===== config.mk =====
export PLATFORM = sky130hd
export DESIGN_NAME = dds_wavegen
export DESIGN_NICKNAME = d
export VERILOG_FILES = /design/src/rtl/dds_wavegen.sv
export SDC_FILE = /design/constraint.sdc
export NUM_CORES = 1
export LEC_CHECK = 0
export ABC_AREA = 1
export CAP_MARGIN = 30
export CELL_PAD_IN_SITES_DETAIL_PLACEMENT = 0
export CELL_PAD_IN_SITES_GLOBAL_PLACEMENT = 1
export CORE_AREA = 2 2 97 80
export DETAILED_ROUTE_END_ITERATION = 16
export DIE_AREA = 0 0 99 82
export GPL_ROUTABILITY_DRIVEN = 0
export PLACE_DENSITY = 0.84
export SETUP_SLACK_MARGIN = 0.02
export SLEW_MARGIN = 20
export SYNTH_ARGS = -nofsm -noshare
export SYNTH_HDL_FRONTEND = slang
export SYNTH_SLANG_ARGS = --single-unit
export TNS_END_PERCENT = 50

===== constraint.sdc =====
create_clock -name clk -period 3 [get_ports clk]
set_input_delay 0.6 -clock clk [delete_from_list [all_inputs] [get_ports clk]]
set_output_delay 0.6 -clock clk [all_outputs]
set_load 0.005 [all_outputs]

===== src/rtl/dds_wavegen.sv =====
// dds_wavegen: phase-accumulator DDS with quarter-wave sine table,
// plus square, sawtooth and triangle modes; one sample per ena cycle.
// Ports:
//   clk, rst_n        clock, async active-low reset
//   ena               advance phase and register a new sample
//   ftw_in, ftw_load  tuning word and its load strobe
//   phase_clr         synchronous phase clear (wins over ena)
//   mode              0 sine, 1 square, 2 sawtooth, 3 triangle
//   sample_out        registered offset-binary sample
//   sample_valid      high the cycle after an ena cycle
//   wrap              pulse when the phase register shows a wrap
module dds_wavegen #(
  parameter int PHASE_W = 16,
  parameter int ADDR_W  = 4,
  parameter int OUT_W   = 8
) (
  input  logic               clk,
  input  logic               rst_n,
  input  logic               ena,
  input  logic [PHASE_W-1:0] ftw_in,
  input  logic               ftw_load,
  input  logic               phase_clr,
  input  logic [1:0]         mode,
  output logic [OUT_W-1:0]   sample_out,
  output logic               sample_valid,
  output logic               wrap
);

  typedef enum logic [1:0] {
    MODE_SINE   = 2'd0,
    MODE_SQUARE = 2'd1,
    MODE_SAW    = 2'd2,
    MODE_TRI    = 2'd3
  } mode_e;

  localparam int N = 1 << ADDR_W;

  localparam logic [OUT_W-1:0] MID =
    {1'b1, {(OUT_W-1){1'b0}}};

  localparam logic [ADDR_W:0] N_A =
    {1'b1, {ADDR_W{1'b0}}};

  // Fixed-point scale for the elaboration-time sine series.
  localparam longint S_FX  = 64'sd1 <<< 28;
  localparam longint PI_FX = 64'sd843314857;

  // round(A * sin(pi*k/(2N))) via a Taylor series in 2^28
  // fixed point; products stay below 2^59, well inside 64 bits.
  function automatic logic [OUT_W-2:0] sin_q(input int k);
    longint x;
    longint term;
    longint sum;
    longint amp;
    longint r;
    x    = (PI_FX * longint'(k)) / longint'(2 * N);
    term = x;
    sum  = x;
    for (int i = 1; i <= 12; i++) begin
      term = (term * x) / S_FX;
      term = (term * x) / S_FX;
      term = -(term / longint'((2 * i) * (2 * i + 1)));
      sum  = sum + term;
    end
    amp = (64'sd1 <<< (OUT_W - 1)) - 64'sd1;
    r   = (amp * sum + S_FX / 2) / S_FX;
    return r[OUT_W-2:0];
  endfunction

  logic [OUT_W-2:0] qtab [N+1];

  for (genvar k = 0; k <= N; k++) begin : g_qtab
    assign qtab[k] = sin_q(k);
  end

  logic [PHASE_W-1:0] phase;
  logic [PHASE_W-1:0] ftw;
  logic [PHASE_W-1:0] phase_nxt;
  logic               carry;

  assign {carry, phase_nxt} =
    {1'b0, phase} + {1'b0, ftw};

  // Sine: mirror the address in odd quadrants,
  // negate the amplitude in the lower half-cycle.
  logic [1:0]        quad;
  logic [ADDR_W-1:0] idx;
  logic [ADDR_W:0]   addr;
  logic [OUT_W-2:0]  qv;
  logic [OUT_W-1:0]  sine_val;

  assign quad = phase[PHASE_W-1 -: 2];
  assign idx  = phase[PHASE_W-3 -: ADDR_W];
  assign addr = quad[0] ? (N_A - {1'b0, idx})
                        : {1'b0, idx};
  assign qv   = qtab[addr];

  assign sine_val = quad[1] ? (MID - {1'b0, qv})
                            : (MID + {1'b0, qv});

  logic [OUT_W-1:0] sq_val;
  logic [OUT_W-1:0] saw_val;
  logic [OUT_W-1:0] tri_t;
  logic [OUT_W-1:0] tri_val;

  assign sq_val  = {OUT_W{~phase[PHASE_W-1]}};
  assign saw_val = phase[PHASE_W-1 -: OUT_W];
  assign tri_t   = phase[PHASE_W-2 -: OUT_W];
  assign tri_val = phase[PHASE_W-1] ? ~tri_t : tri_t;

  mode_e            mode_sel;
  logic [OUT_W-1:0] wave;

  assign mode_sel = mode_e'(mode);

  always_comb begin
    wave = MID;
    unique case (mode_sel)
      MODE_SINE:   wave = sine_val;
      MODE_SQUARE: wave = sq_val;
      MODE_SAW:    wave = saw_val;
      MODE_TRI:    wave = tri_val;
    endcase
  end

  always_ff @(posedge clk or negedge rst_n) begin
    if (!rst_n) begin
      ftw <= '0;
    end else if (ftw_load) begin
      ftw <= ftw_in;
    end
  end

  always_ff @(posedge clk or negedge rst_n) begin
    if (!rst_n) begin
      phase <= '0;
      wrap  <= 1'b0;
    end else if (phase_clr) begin
      phase <= '0;
      wrap  <= 1'b0;
    end else if (ena) begin
      phase <= phase_nxt;
      wrap  <= carry;
    end else begin
      wrap  <= 1'b0;
    end
  end

  // Samples come from the pre-update phase, so a
  // clear in the same cycle does not affect them.
  always_ff @(posedge clk or negedge rst_n) begin
    if (!rst_n) begin
      sample_out   <= MID;
      sample_valid <= 1'b0;
    end else begin
      if (ena) sample_out <= wave;
      sample_valid <= ena;
    end
  end

endmodule


==> insert_results.sql <==
INSERT INTO impl_metrics (metric_group, metric, value, unit) VALUES
('sta', 'worst-slew-pin-transition', '733', 'ps'),
('sta', 'fin_hold_ws', '259', 'ps'),
('clock_tree', 'cts_buffer_depth', '2', ''),
('critical_path', 'critical_path_arrival', '2750', 'ps'),
('sta', 'setup_viol_count_final', '0', ''),
('power', 'combPwrFrac', '47.3', '%'),
('grt', 'initial_antenna_violation_count', '0', ''),
('detailed_routing', 'route.antenna.remaining_nets', '0', ''),
('power', 'power.switching', '0.000865', 'W'),
('grt', 'wire_length_of_the_first_global_routing_pass', '12200', 'um'),
('power', 'power.share.sequential', '35.4', '%'),
('layout', 'final_area', '3480', 'sq um'),
('detailed_routing', 'router_iterations_before_antenna_repair', '4', ''),
('logic_synthesis', 'synth_nets', '426', ''),
('clock_tree', 'clockRootBuffer', 'clkbuf_8', ''),
('sta', 'setup_repair_after_global_routing_missed_its_margin', 'false', ''),
('grt', 'globalRoute.totalOverflow', '0', ''),
('logic_synthesis', 'post_synthesis_sequential_area_ratio', '35.8', '%'),
('clock_tree', 'cts-resized-gates', '0', ''),
('floorplan', 'num_io_pins', '33', ''),
('layout', 'drive_gt1_share', '11.0', '%'),
('critical_path', 'timing.critical_path.from_type', 'flip-flop', ''),
('logic_synthesis', 'postSynthCellCount', '380', ''),
('sta', 'timing.final.hold_violations', '0', ''),
('critical_path', 'endpoint_kind', 'flip-flop', ''),
('sta', 'timing.final.crit_period', '2560', 'ps'),
('logic_synthesis', 'synth-async-reset-ratio', '100', '%'),
('clock_tree', 'tritoncts_clock_tree', 'done', ''),
('placed_design', 'hpwl', '5680', 'um'),
('critical_path', 'worstReg2RegEnd', 'sample_out[1]', ''),
('layout', 'instances_no_fill', '507', ''),
('power', 'pwr-share-clk', '17.3', '%'),
('min_path', 'hold_class', 'in -> async', ''),
('layout', 'area.growth.synth_to_final', '18.3', '%'),
('sta', 'drv_slew', '0', ''),
('logic_synthesis', 'mappedNetlistArea', '2940', 'sq um'),
('layout', 'fill_cells', '717', ''),
('clock_tree', 'clock_latency', '290', 'ps'),
('detailed_routing', 'vias_per_cell', '5.24', ''),
('outcome', 'outcome', 'complete, no violations', ''),
('clock_tree', 'numClockSinks', '42', ''),
('sta', 'fmaxAchievable', '390', 'MHz'),
('detailed_routing', 'drcViolationCount', '0', ''),
('logic_synthesis', 'syn_avg_cell_area', '7.74', 'sq um'),
('power', 'vdd.ir_drop.worst', '0.190', 'mV'),
('sta', 'period_share', '85.5', '%'),
('clock_tree', 'path_clk_slew', '80', 'ps'),
('grt', 'via_count_of_the_first_global_routing_pass', '2542', ''),
('clock_tree', 'postCtsHoldBufs', '0', ''),
('layout', 'finish.net_count', '463', ''),
('layout', 'n_antenna_cell', '0', ''),
('logic_synthesis', 'postSynthRegisterBits', '42', ''),
('floorplan', 'start_util', '41.0', '%'),
('floorplan', 'rows', '28', ''),
('sta', 'relative_slew_slack', '51.0', '%'),
('power', 'power_report.internal_total', '0.00120', 'W'),
('detailed_routing', 'post_drt_wl_per_cell', '13.9', 'um'),
('power', 'leakagePower', '1.58', 'nW'),
('logic_synthesis', 'synth_cell_type_count', '40', ''),
('critical_path', 'worst-path-max-fanout', '9', ''),
('run', 'cap_viol_max_count', '0', ''),
('clock_tree', 'cts_max_level', '2', ''),
('placed_design', 'detailed_place.area', '3370', 'sq um'),
('critical_path', 'r2r_start', 'phase[10]', ''),
('power', 'swShare', '41.9', '%'),
('detailed_routing', 'drt-total-wl', '7060', 'um'),
('placed_design', 'placement.io_buffers', '32', ''),
('floorplan', 'die_y', '82', 'um'),
('critical_path', 'r2r_slack', '440', 'ps'),
('clock_tree', 'tritoncts.num_buffers', '5', ''),
('detailed_routing', 'detail_route.iter0.violations', '128', '');
critical path: stages, from the launching register on:
cell and delay [ps]:
dfrtp_1 450, inv_1 260, ha_1 290, nand2_1 100, nand2_4 90, ha_1 190
nand2_1 60, nand3_1 70, nand3_1 160, inv_1 80, ha_1 280, o21ai_0 160
a21oi_1 60, o21ai_0 160, nand2_1 60
placed cells by master, fill, tap and decap left out, types with 2 or more instances in the layout:
cell type        netlist  layout
o22ai_1                6       6
o21ai_1                3       3
mux2_2                16      16
inv_2                  3       3
ha_1                  22      22
o31ai_1                2       2
clkbuf_8               0       5
a22o_1                 2       2
dfrtp_1               41      41
o21bai_1               2       2
nand2_4                2       2
nand2_2                2       2
nor2_1                34      34
a21oi_2                2       2
clkdlybuf4s50_1        0      31
a21oi_1               26      26
xor2_1                 3       3
o21ai_0               34      34
nor2_2                 3       3
o211ai_1               3       3
nor3_1                 7       7
buf_4                  0       4
inv_1                 38      38
nand2_1               77      77
nand4_1                2       2
nand3_1               27      27
xnor2_1                2       2
cell families (layout without fill, tap and decap cells):
family	count (synthesis)	after routing	share of synthesized area (%)
AND/OR/NAND/NOR	159	159	23.8
XOR/XNOR	5	5	1.49
flip-flops	42	42	35.8
multiplexers	16	16	6.12
adder cells (fa/ha/maj)	23	23	10.0
buffers and inverters	50	87	6.50
AO/OA/AOI/OAI	85	85	16.3
Yosys cell counts, types with 6 or more instances:
cell type | count | area [sq um]
mux2_2 | 16 | 180
inv_1 | 38 | 143
nor2_1 | 34 | 128
clkbuf_1 | 6 | 22.5
nor3_1 | 7 | 35.0
dfrtp_1 | 41 | 1030
a21oi_1 | 26 | 130
nand2_1 | 77 | 289
nand3_1 | 27 | 135
ha_1 | 22 | 275
o22ai_1 | 6 | 37.5
o21ai_0 | 34 | 170
routing by layer:
| metal | part of all wire (%) | vias up | track usage, % |
|---|---|---|---|
| li1 | - | 1363 | - |
| met1 | 51 | 1216 | 27.3 |
| met2 | 42 | 68 | 29.1 |
| met3 | 6.2 | 9 | 3.91 |
| met4 | 0.95 | 0 | 4.25 |
| met5 | 0 | - | 0 |
metrics by stage:
step	worst slack, ps	utilization, %	total power, W
floorplan	654	-	0.00143
global placement	479	47.0	0.00169
detailed placement	410	47.0	0.00171
CTS	404	48.1	0.00208
global route	59.8	48.5	0.00228
finish	435	48.5	0.00206
registers in the layout, summed over array words and instances (netlist names):
register,flops
wrap,1
phase,16
sample_valid,1
sample_out,8
ftw,16
power groups by stage:
stage	registers, W	logic [W]	clock network (W)
floorplan	0.000717	0.000712	0
global placement	0.000738	0.000955	0
detailed placement	0.000744	0.000967	0
CTS	0.000733	0.000973	0.000370
global route	0.000745	0.00113	0.000401
finish	0.000732	0.000977	0.000356
how the worst max path moves through the flow:
stage	cells after the start	slack (ps)	from	to
detailed placement	14	410	phase[10]	sample_out[1]
finish	14	440	phase[10]	sample_out[1]
global placement	14	480	phase[10]	sample_out[1]
CTS	14	400	phase[10]	sample_out[1]
floorplan	14	650	phase[10]	sample_out[1]
global route	12	60	phase[10]	sample_out[1]
area by class of cell:
cell class                      count  area, sq um  share of cell area [%]
Clock buffer                        6         72.6                    2.08
Sequential cell                    42         1050                    30.2
Timing Repair Buffer               37          373                    10.7
Multi-Input combinational cell    288         1700                    48.8
Inverter                           43          164                    4.71
Clock inverter                      1         7.51                   0.216
Tap cell                           90          113                    3.24
Power figures use the tool's default switching activity.
